### config.mk
export PLATFORM = sky130hd
export DESIGN_NAME = intercpu_sm_cluster
export DESIGN_NICKNAME = d
export VERILOG_FILES = /design/src/rtl/intercpu_sm_cluster.sv
export SDC_FILE = /design/constraint.sdc
export NUM_CORES = 1
export LEC_CHECK = 0
export BUFFER_PORTS_ARGS = -buffer_cell sky130_fd_sc_hd__buf_2
export CORE_MARGIN = 2
export CORE_UTILIZATION = 54
export CTS_CLUSTER_DIAMETER = 30
export CTS_CLUSTER_SIZE = 10
export DETAILED_ROUTE_END_ITERATION = 16
export HOLD_SLACK_MARGIN = 0.03
export PLACE_DENSITY = 0.79
export SLEW_MARGIN = 20
export SYNTH_ARGS = -nofsm -noshare
export SYNTH_HDL_FRONTEND = slang
export SYNTH_SLANG_ARGS = --single-unit
export TNS_END_PERCENT = 5
### constraint.sdc
create_clock -name clk -period 3.2 [get_ports clk]
set_input_delay 0.64 -clock clk [delete_from_list [all_inputs] [get_ports clk]]
set_output_delay 0.64 -clock clk [all_outputs]
set_load 0.01 [all_outputs]
### src/rtl/intercpu_sm_cluster.sv
// intercpu_sm_cluster: per-cluster 32-bit semaphore register shared by two CPU ports,
// round-robin arbitrated, with held-issue test-and-set and deadlock detection.
module intercpu_sm_cluster #(
  parameter logic [2:0] CLN_ID    = 3'h1,
  parameter int         DL_CYCLES = 8
) (
  input  logic        clk,
  input  logic        rst,
  input  logic        i_req0,
  input  logic        i_req1,
  input  logic [2:0]  i_op0,
  input  logic [2:0]  i_op1,
  input  logic [4:0]  i_idx0,
  input  logic [4:0]  i_idx1,
  input  logic [2:0]  i_cln0,
  input  logic [2:0]  i_cln1,
  input  logic [31:0] i_wdata0,
  input  logic [31:0] i_wdata1,
  output logic        o_ack0,
  output logic        o_ack1,
  output logic [31:0] o_sm,
  output logic        o_deadlock
);
  typedef enum logic [1:0] {IDLE, WAIT, ACK} st_t;
  localparam logic [7:0] DL = 8'(DL_CYCLES);
  st_t         st_q [2];
  st_t         st_d [2];
  logic [31:0] sm_q, sm_d;
  logic        ptr_q, ptr_d;
  logic [7:0]  cnt_q, cnt_d;
  logic [1:0]  req, elig, blk, srv, gnt, att;
  logic [2:0]  op  [2];
  logic [4:0]  idx [2];
  logic [2:0]  cln [2];
  logic [31:0] wd  [2];
  logic        sel, cond;
  logic [31:0] mask;
  assign req    = {i_req1, i_req0};
  assign op[0]  = i_op0;
  assign op[1]  = i_op1;
  assign idx[0] = i_idx0;
  assign idx[1] = i_idx1;
  assign cln[0] = i_cln0;
  assign cln[1] = i_cln1;
  assign wd[0]  = i_wdata0;
  assign wd[1]  = i_wdata1;
  always_comb begin
    elig = '0;
    blk  = '0;
    srv  = '0;
    att  = '0;
    for (int n = 0; n < 2; n++) begin
      att[n]  = cln[n] == CLN_ID;
      elig[n] = req[n] && att[n] && cln[n] != 3'd0 && st_q[n] != ACK;
      blk[n]  = elig[n] && op[n] == 3'd1 && sm_q[5'd31 - idx[n]];
      srv[n]  = elig[n] && !blk[n];
    end
    gnt[0] = srv[0] && (!srv[1] || !ptr_q);
    gnt[1] = srv[1] && (!srv[0] || ptr_q);
    sel    = gnt[1];
    mask   = 32'h8000_0000 >> idx[sel];
    sm_d   = !(|gnt) ? sm_q :
             (op[sel] == 3'd1 || op[sel] == 3'd3) ? (sm_q | mask) :
             op[sel] == 3'd2 ? (sm_q & ~mask) :
             op[sel] == 3'd4 ? wd[sel] : sm_q;
    ptr_d  = |gnt ? ~ptr_q : ptr_q;
    for (int n = 0; n < 2; n++)
      st_d[n] = gnt[n] ? ACK :
                blk[n] ? WAIT :
                (st_q[n] == WAIT && req[n] && att[n]) ? WAIT : IDLE;
    // deadlock: every attached port parked in WAIT, at least one attached
    cond  = |att && (!att[0] || st_q[0] == WAIT) && (!att[1] || st_q[1] == WAIT);
    cnt_d = !cond ? 8'd0 : cnt_q == DL ? cnt_q : cnt_q + 8'd1;
  end
  always_ff @(posedge clk or posedge rst) begin
    if (rst) begin
      sm_q  <= '0;
      ptr_q <= 1'b0;
      cnt_q <= '0;
      for (int n = 0; n < 2; n++) st_q[n] <= IDLE;
    end else begin
      sm_q  <= sm_d;
      ptr_q <= ptr_d;
      cnt_q <= cnt_d;
      for (int n = 0; n < 2; n++) st_q[n] <= st_d[n];
    end
  end
  assign o_sm       = sm_q;
  assign o_ack0     = st_q[0] == ACK;
  assign o_ack1     = st_q[1] == ACK;
  assign o_deadlock = cond && cnt_q == DL;
endmodule
==> impl_metrics.env, run 1 <==
export IMPL_switching_share_pct=40.6
export IMPL_die_h_um=96.5
export IMPL_p_switching_uw=991
export IMPL_combPwrFrac_pct=38.8
export IMPL_synthAdderAreaFrac_pct=0.759
export IMPL_gp_congestion=0.991
export IMPL_arrival_ps=3270
export IMPL_synth_xor_area_share_pct=1.52
export IMPL_synth_compound_area_share_pct=25.9
export IMPL_synth_top_family_by_area="simple AND/OR/NAND/NOR gates"
export IMPL_synth_avg_cell_area_um2=7.12
export IMPL_min_period_ps=3100
export IMPL_timing_slew_headroom_pct=45.1
export IMPL_synth_seq_cells=45
export IMPL_synth_fp_nets=740
export IMPL_ys_warn_count=0
export IMPL_start_kind="primary input"
export IMPL_internal_power_mw=1.45
export IMPL_ys_types=50
export IMPL_worst_pin_slew_ps=820
export IMPL_ir_worst_vdd_uv=209
export IMPL_firstDrtPassIters=6
export IMPL_finalClockSkew_ps=3.57
export IMPL_clkSinkCount=45
export IMPL_wire_per_inst_um=20.6
export IMPL_p_per_area_mw_per_mm2=420
export IMPL_r2r_start="o_sm[16]"
export IMPL_antenna_found_initial=0
export IMPL_synth_ff_type="dfrtp_1"
export IMPL_yosysSeqAreaShare_pct=24.4
export IMPL_r2r_setup_slack_ps=240
export IMPL_pin_count=125
export IMPL_hold_class="in -> async"
export IMPL_fin_crit_sh_pct=96.8
export IMPL_dr_total_vias=5863
export IMPL_worst_hold_slack_ps=425
export IMPL_clkTransAtPathRegs_ps=100
export IMPL_finalSetupViolations=0
export IMPL_drv_slew=0
export IMPL_ant_nets=0
export IMPL_dieArea_mm2=0.00930
export IMPL_fin_nets=865
export IMPL_wl_um=18100
export IMPL_synth_mux_area_share_pct=7.83
export IMPL_p_leak_nw=2.56
export IMPL_htree_levels=2
export IMPL_r2r_end="o_sm[4]"
export IMPL_fin_util_pct=70.4
export IMPL_fin_setup_tns_ps=0
export IMPL_ys_async_sr_fraction_pct=100
export IMPL_syn_cell_area_mm2=0.00462
export IMPL_ctsRootBufferMaster="clkbuf_8"
export IMPL_post_cts_buffers=0
export IMPL_core_area_mm2=0.00826
export IMPL_status="completed"
export IMPL_syn2layout_area_growth_pct=25.9
export IMPL_grt_pass1_wl_um=27900
export IMPL_cts_tree="built"
export IMPL_drt_iter0_drc=660
export IMPL_cts_hold_buf=0
export IMPL_syn_instance_count=648
export IMPL_drv_cap=0
export IMPL_fmax_ghz=0.323
export IMPL_postLayoutCellArea_mm2=0.00581
export IMPL_cts_resized=0
export IMPL_place_area_mm2=0.00566
export IMPL_rsz0062_at_grt="false"
export IMPL_initial_utilization_pct=55.9
export IMPL_track_usage_pct=39.0
export IMPL_synth_edf_count=0
export IMPL_path_max_fanout=16
export IMPL_diodes=0
export IMPL_synth_simple_area_share_pct=30.8
export IMPL_insertion_delay_ps=310
export IMPL_final_common_cell="buf_2"
export IMPL_seq_power_share_pct=39.1
export IMPL_required_ps=3370
export IMPL_via_per_inst=6.67
export IMPL_portBuffers=124
export IMPL_die_x_um=96.5
export IMPL_num_rows=33
export IMPL_gr_total_overflow=0
export IMPL_drive_above_1_share_pct=26.0
export IMPL_grt_pass1_vias=5501
export IMPL_path_class="in -> reg"
export IMPL_endpoint_kind="flip-flop"
export IMPL_hold_viol_final=0
export IMPL_grt_max_degree=65
export IMPL_worstRegToRegCells=11
export IMPL_clk_path_buf_depth=2
export IMPL_p_clk_share_pct=22.2
export IMPL_cts_buffers=5
export IMPL_final_cell_mix="123 x buf_2, 108 x nand2_1, 52 x nor2_1"
export IMPL_route_detailed_drc=0
export IMPL_dp_hpwl_um=13000
## flip-flops by register name, indices dropped and copies added (netlist names)
register and flops:
st_q 4, o_sm 32, ptr_q 1, cnt_q 8
## worst max-delay path by stage
stage / slack [ps] / cells after the start / end / startpoint
after floorplan: 290 / 11 / o_sm[5] / i_idx0[0]
after global placement: -130 / 11 / o_sm[28] / i_idx0[0]
after detailed placement: -260 / 11 / o_sm[28] / i_idx0[0]
after CTS: 40 / 11 / o_sm[28] / i_idx0[0]
after global routing: 10 / 13 / o_sm[11] / i_idx0[0]
final: 100 / 11 / o_sm[28] / i_idx0[0]
## layout make-up
cell class / count / area [µm²]
clock buffer: 5 / 68.8
sequential: 45 / 1130
clock inverter: 3 / 65.1
inverter: 32 / 120
fill: 705 / 2450
timing repair buffer: 178 / 1180
multi-input combinational: 511 / 3120
tap: 105 / 131
## worst max-delay path, stage by stage
cell	delay, ps
clkbuf_4	290
buf_4	210
mux2i_1	80
a22oi_1	200
nand2_1	100
a211oi_1	400
a2111o_2	300
nand3_4	200
buf_4	240
a221oi_1	400
o221ai_1	190
## synth_stat cells (3+ instances only)
library cell / n / share of area (%)
nand2_1: 108 / 8.8
nor2_1: 52 / 4.2
dfrtp_1: 45 / 24
clkbuf_1: 43 / 3.5
a21oi_1: 40 / 4.3
nor3_1: 39 / 4.2
o21ai_0: 36 / 3.9
mux2i_1: 35 / 7.6
nor4_1: 33 / 4.5
inv_1: 32 / 2.6
a221oi_1: 27 / 5.1
o221ai_1: 25 / 4.7
nand3_1: 17 / 1.8
a22oi_1: 13 / 2.1
nor2b_1: 11 / 1.5
a221o_1: 10 / 2.2
and2_1: 7 / 0.95
buf_2: 7 / 0.76
nand2b_1: 6 / 0.81
or3_1: 6 / 0.81
and3_1: 5 / 0.68
xor2_1: 5 / 0.95
buf_1: 3 / 0.24
buf_4: 3 / 0.49
buf_6: 3 / 0.73
nand4_1: 3 / 0.41
nor3b_1: 3 / 0.49
o211ai_1: 3 / 0.49
or2_2: 3 / 0.41
xnor2_1: 3 / 0.57
## power by group through the flow
| stage | registers, mW | logic [mW] | clock network, mW |
|---|---|---|---|
| final | 0.955 | 0.946 | 0.541 |
| after global routing | 0.962 | 1.03 | 0.568 |
| after CTS | 0.940 | 0.932 | 0.543 |
| after detailed placement | 0.949 | 0.928 | 0 |
| after global placement | 0.947 | 0.902 | 0 |
| after floorplan | 0.931 | 0.484 | 0 |
## routing by layer
metal	track usage [%]	up-vias	routed length, µm	share of wire, %
met5	0	-	0	0
met3	6.44	82	2190	12
met2	60.9	470	7960	44
met4	17.3	0	812	4.5
li1	-	2633	-	-
met1	53.0	2678	7150	39
## logic make-up after synthesis
kind of cell	Yosys count
flip-flops	45
AO/OA/AOI/OAI	166
XOR/XNOR	8
AND/OR/NAND/NOR	298
multiplexers	36
adder cells (fa/ha/maj)	3
buffers and inverters	92
## per-stage QoR
stage                     power (mW)  cells  worst slack (ps)
final                           2.44    879               104
after global routing            2.56    879              14.3
after CTS                       2.42    879              41.1
after detailed placement        1.88    871              -263
after global placement          1.85    871              -126
after floorplan                 1.42    648               287
Power figures use the tool's default switching activity.
==> inputs of run 2 (changes only) <==
--- a/config.mk
+++ b/config.mk
@@ -13,6 +13,7 @@
 export DETAILED_ROUTE_END_ITERATION = 16
 export HOLD_SLACK_MARGIN = 0.03
 export PLACE_DENSITY = 0.79
+export REMOVE_ABC_BUFFERS = 1
 export SLEW_MARGIN = 20
 export SYNTH_ARGS = -nofsm -noshare
 export SYNTH_HDL_FRONTEND = slang
==> constraint.sdc (replaced) <==
create_clock -name clk -period 3.4 [get_ports clk]
set_input_delay 0.68 -clock clk [delete_from_list [all_inputs] [get_ports clk]]
set_output_delay 0.68 -clock clk [all_outputs]
set_load 0.01 [all_outputs]
==> run 2 against run 1 <==
  * Combinational power is 7.2% lower
  * Power down 9.8%
  * Cell count fell by 0.68%
  * Via count decreased by 0.36%
  * Critical path depth fell by 1
  * Wire length decreased by 7.4%
  * Die area is the same
  * Cell area down 2.7%
==> impl_metrics.env, run 2 (same netlist as run 1, synthesis figures left out) <==
export IMPL_status="completed"
export IMPL_final_cell_mix="123 x buf_2, 108 x nand2_1, 52 x nor2_1"
export IMPL_drv_slew=0
export IMPL_insertion_delay_ps=320
export IMPL_worst_pin_slew_ps=932
export IMPL_firstDrtPassIters=7
export IMPL_fillers=744
export IMPL_clkSinkCount=45
export IMPL_cts_buffers=5
export IMPL_diodes=0
export IMPL_dp_hpwl_um=11900
export IMPL_endpoint_kind="flip-flop"
export IMPL_required_ps=3580
export IMPL_dp_cells=862
export IMPL_initial_utilization_pct=55.9
export IMPL_drv_cap=0
export IMPL_drive_above_1_share_pct=25.1
export IMPL_antenna_found_initial=0
export IMPL_ctsRootBufferMaster="clkbuf_8"
export IMPL_gp_congestion=0.975
export IMPL_worstPathCellList="clkbuf_4, mux2i_1, a22oi_1, nand2_1, a222oi_1, a2111o_2, nand3_4, buf_4, a221oi_1, o221ai_1"
export IMPL_crit_family="compound AO/OA/AOI/OAI gates"
export IMPL_hold_viol_final=0
export IMPL_ir_worst_vdd_uv=218
export IMPL_worst_path_max_delay_cell="a222oi_1"
export IMPL_htree_levels=2
export IMPL_clkTransAtPathRegs_ps=110
export IMPL_critPathMaxStageDelay_ps=610
export IMPL_drt_iter0_drc=597
export IMPL_crit_buf_inv=2
export IMPL_via_per_inst=6.69
export IMPL_die_x_um=96.5
export IMPL_pin_count=125
export IMPL_largest_reg_flops=32
export IMPL_syn2layout_area_growth_pct=22.5
export IMPL_finalSetupViolations=0
export IMPL_arrival_ps=3420
export IMPL_dieArea_mm2=0.00930
export IMPL_wire_per_inst_um=19.2
export IMPL_hold_class="in -> async"
export IMPL_dr_total_vias=5842
export IMPL_clk_path_buf_depth=2
export IMPL_wl_um=16800
export IMPL_p_leak_nw=2.48
export IMPL_grt_pass1_vias=5329
export IMPL_die_h_um=96.5
export IMPL_grt_max_degree=65
export IMPL_path_class="in -> reg"
export IMPL_portBuffers=124
export IMPL_postLayoutCellArea_mm2=0.00565
export IMPL_fin_crit_sh_pct=95.4
export IMPL_start_kind="primary input"
export IMPL_core_area_mm2=0.00826
export IMPL_fin_cells=873
export IMPL_final_common_cell="buf_2"
export IMPL_place_area_mm2=0.00551
export IMPL_min_period_ps=3240
export IMPL_rsz0062_at_grt="false"
export IMPL_ant_nets=0
export IMPL_gr_total_overflow=0
export IMPL_timing_slew_headroom_pct=37.5
export IMPL_fmax_ghz=0.308
export IMPL_p_per_area_mw_per_mm2=390
export IMPL_fin_nets=859
export IMPL_finalClockSkew_ps=19.1
export IMPL_grt_pass1_wl_um=26200
export IMPL_num_rows=33
export IMPL_route_detailed_drc=0
export IMPL_path_max_fanout=20
export IMPL_cts_tree="built"
export IMPL_track_usage_pct=36.3
[run 2: cell types whose count changed in the layout (fill, tap and decap cells not counted)]
cell        delta
buf_12         -7
buf_4          +1
clkinvlp_4     +1
a221oi_2       -1
a221oi_1       +1
clkinv_4       +1
clkinv_1       +1
inv_2          -1
bufinv_16      -1
clkinv_2       -1
[run 2: routing by layer]
metal / vias to the layer above / track usage, % / routed length [µm]
li1: 2628 / - / -
met1: 2718 / 48.1 / 6450
met2: 434 / 58.1 / 7720
met3: 62 / 7.91 / 2040
met4: 0 / 13.7 / 553
met5: - / 0 / 0
[run 2: final cells by class]
type | count | area [µm²] | area share, %
Timing Repair Buffer | 172 | 1050 | 18.5
Clock buffer | 5 | 68.8 | 1.22
Inverter | 32 | 120 | 2.12
Sequential cell | 45 | 1130 | 19.9
Multi-Input combinational cell | 511 | 3110 | 55.1
Clock inverter | 3 | 46.3 | 0.819
Tap cell | 105 | 131 | 2.32
[run 2: path summary, 6_finish.rpt]
check	slack (ps)	endpoint	depth (start not counted)	startpoint
max	160	o_sm[0]	10	i_idx0[0]
min	440	o_sm[8]	2	rst
max reg2reg	450	o_sm[5]	10	o_sm[16]
min reg2reg	550	cnt_q[7]	2	cnt_q[7]
max in group asynchronous	2120	o_sm[21]	3	rst
min in group clk	550	cnt_q[7]	2	cnt_q[7]
[run 2: report_power, final]
| group | switching [mW] | internal [mW] | total (mW) |
|---|---|---|---|
| combinational | 0.490 | 0.388 | 0.878 |
| clock | 0.221 | 0.221 | 0.441 |
| sequential | 0.208 | 0.677 | 0.884 |
| total | 0.918 | 1.28 | 2.20 |
[run 2: stage by stage]
step	setup TNS, ps	hold WS [ps]	utilization, %	setup WS (ps)	power (mW)
6_report	0	435	68.5	158	2.20
5_1_grt	0	480	68.5	54.6	2.32
4_1_cts	0	448	68.4	129	2.18
3_5_place_dp	-9900	536	66.7	-388	1.74
3_3_place_gp	-4710	540	66.7	-195	1.71
2_1_floorplan	-57070	506	-	-1800	1.30
[run 2: what timing repair did]
action,4_1_cts,5_1_grt
setup endpoints to repair,19,28
hold buffers,0,0
gates resized for setup,1,1
setup buffers,3,0
pin swaps,1,0
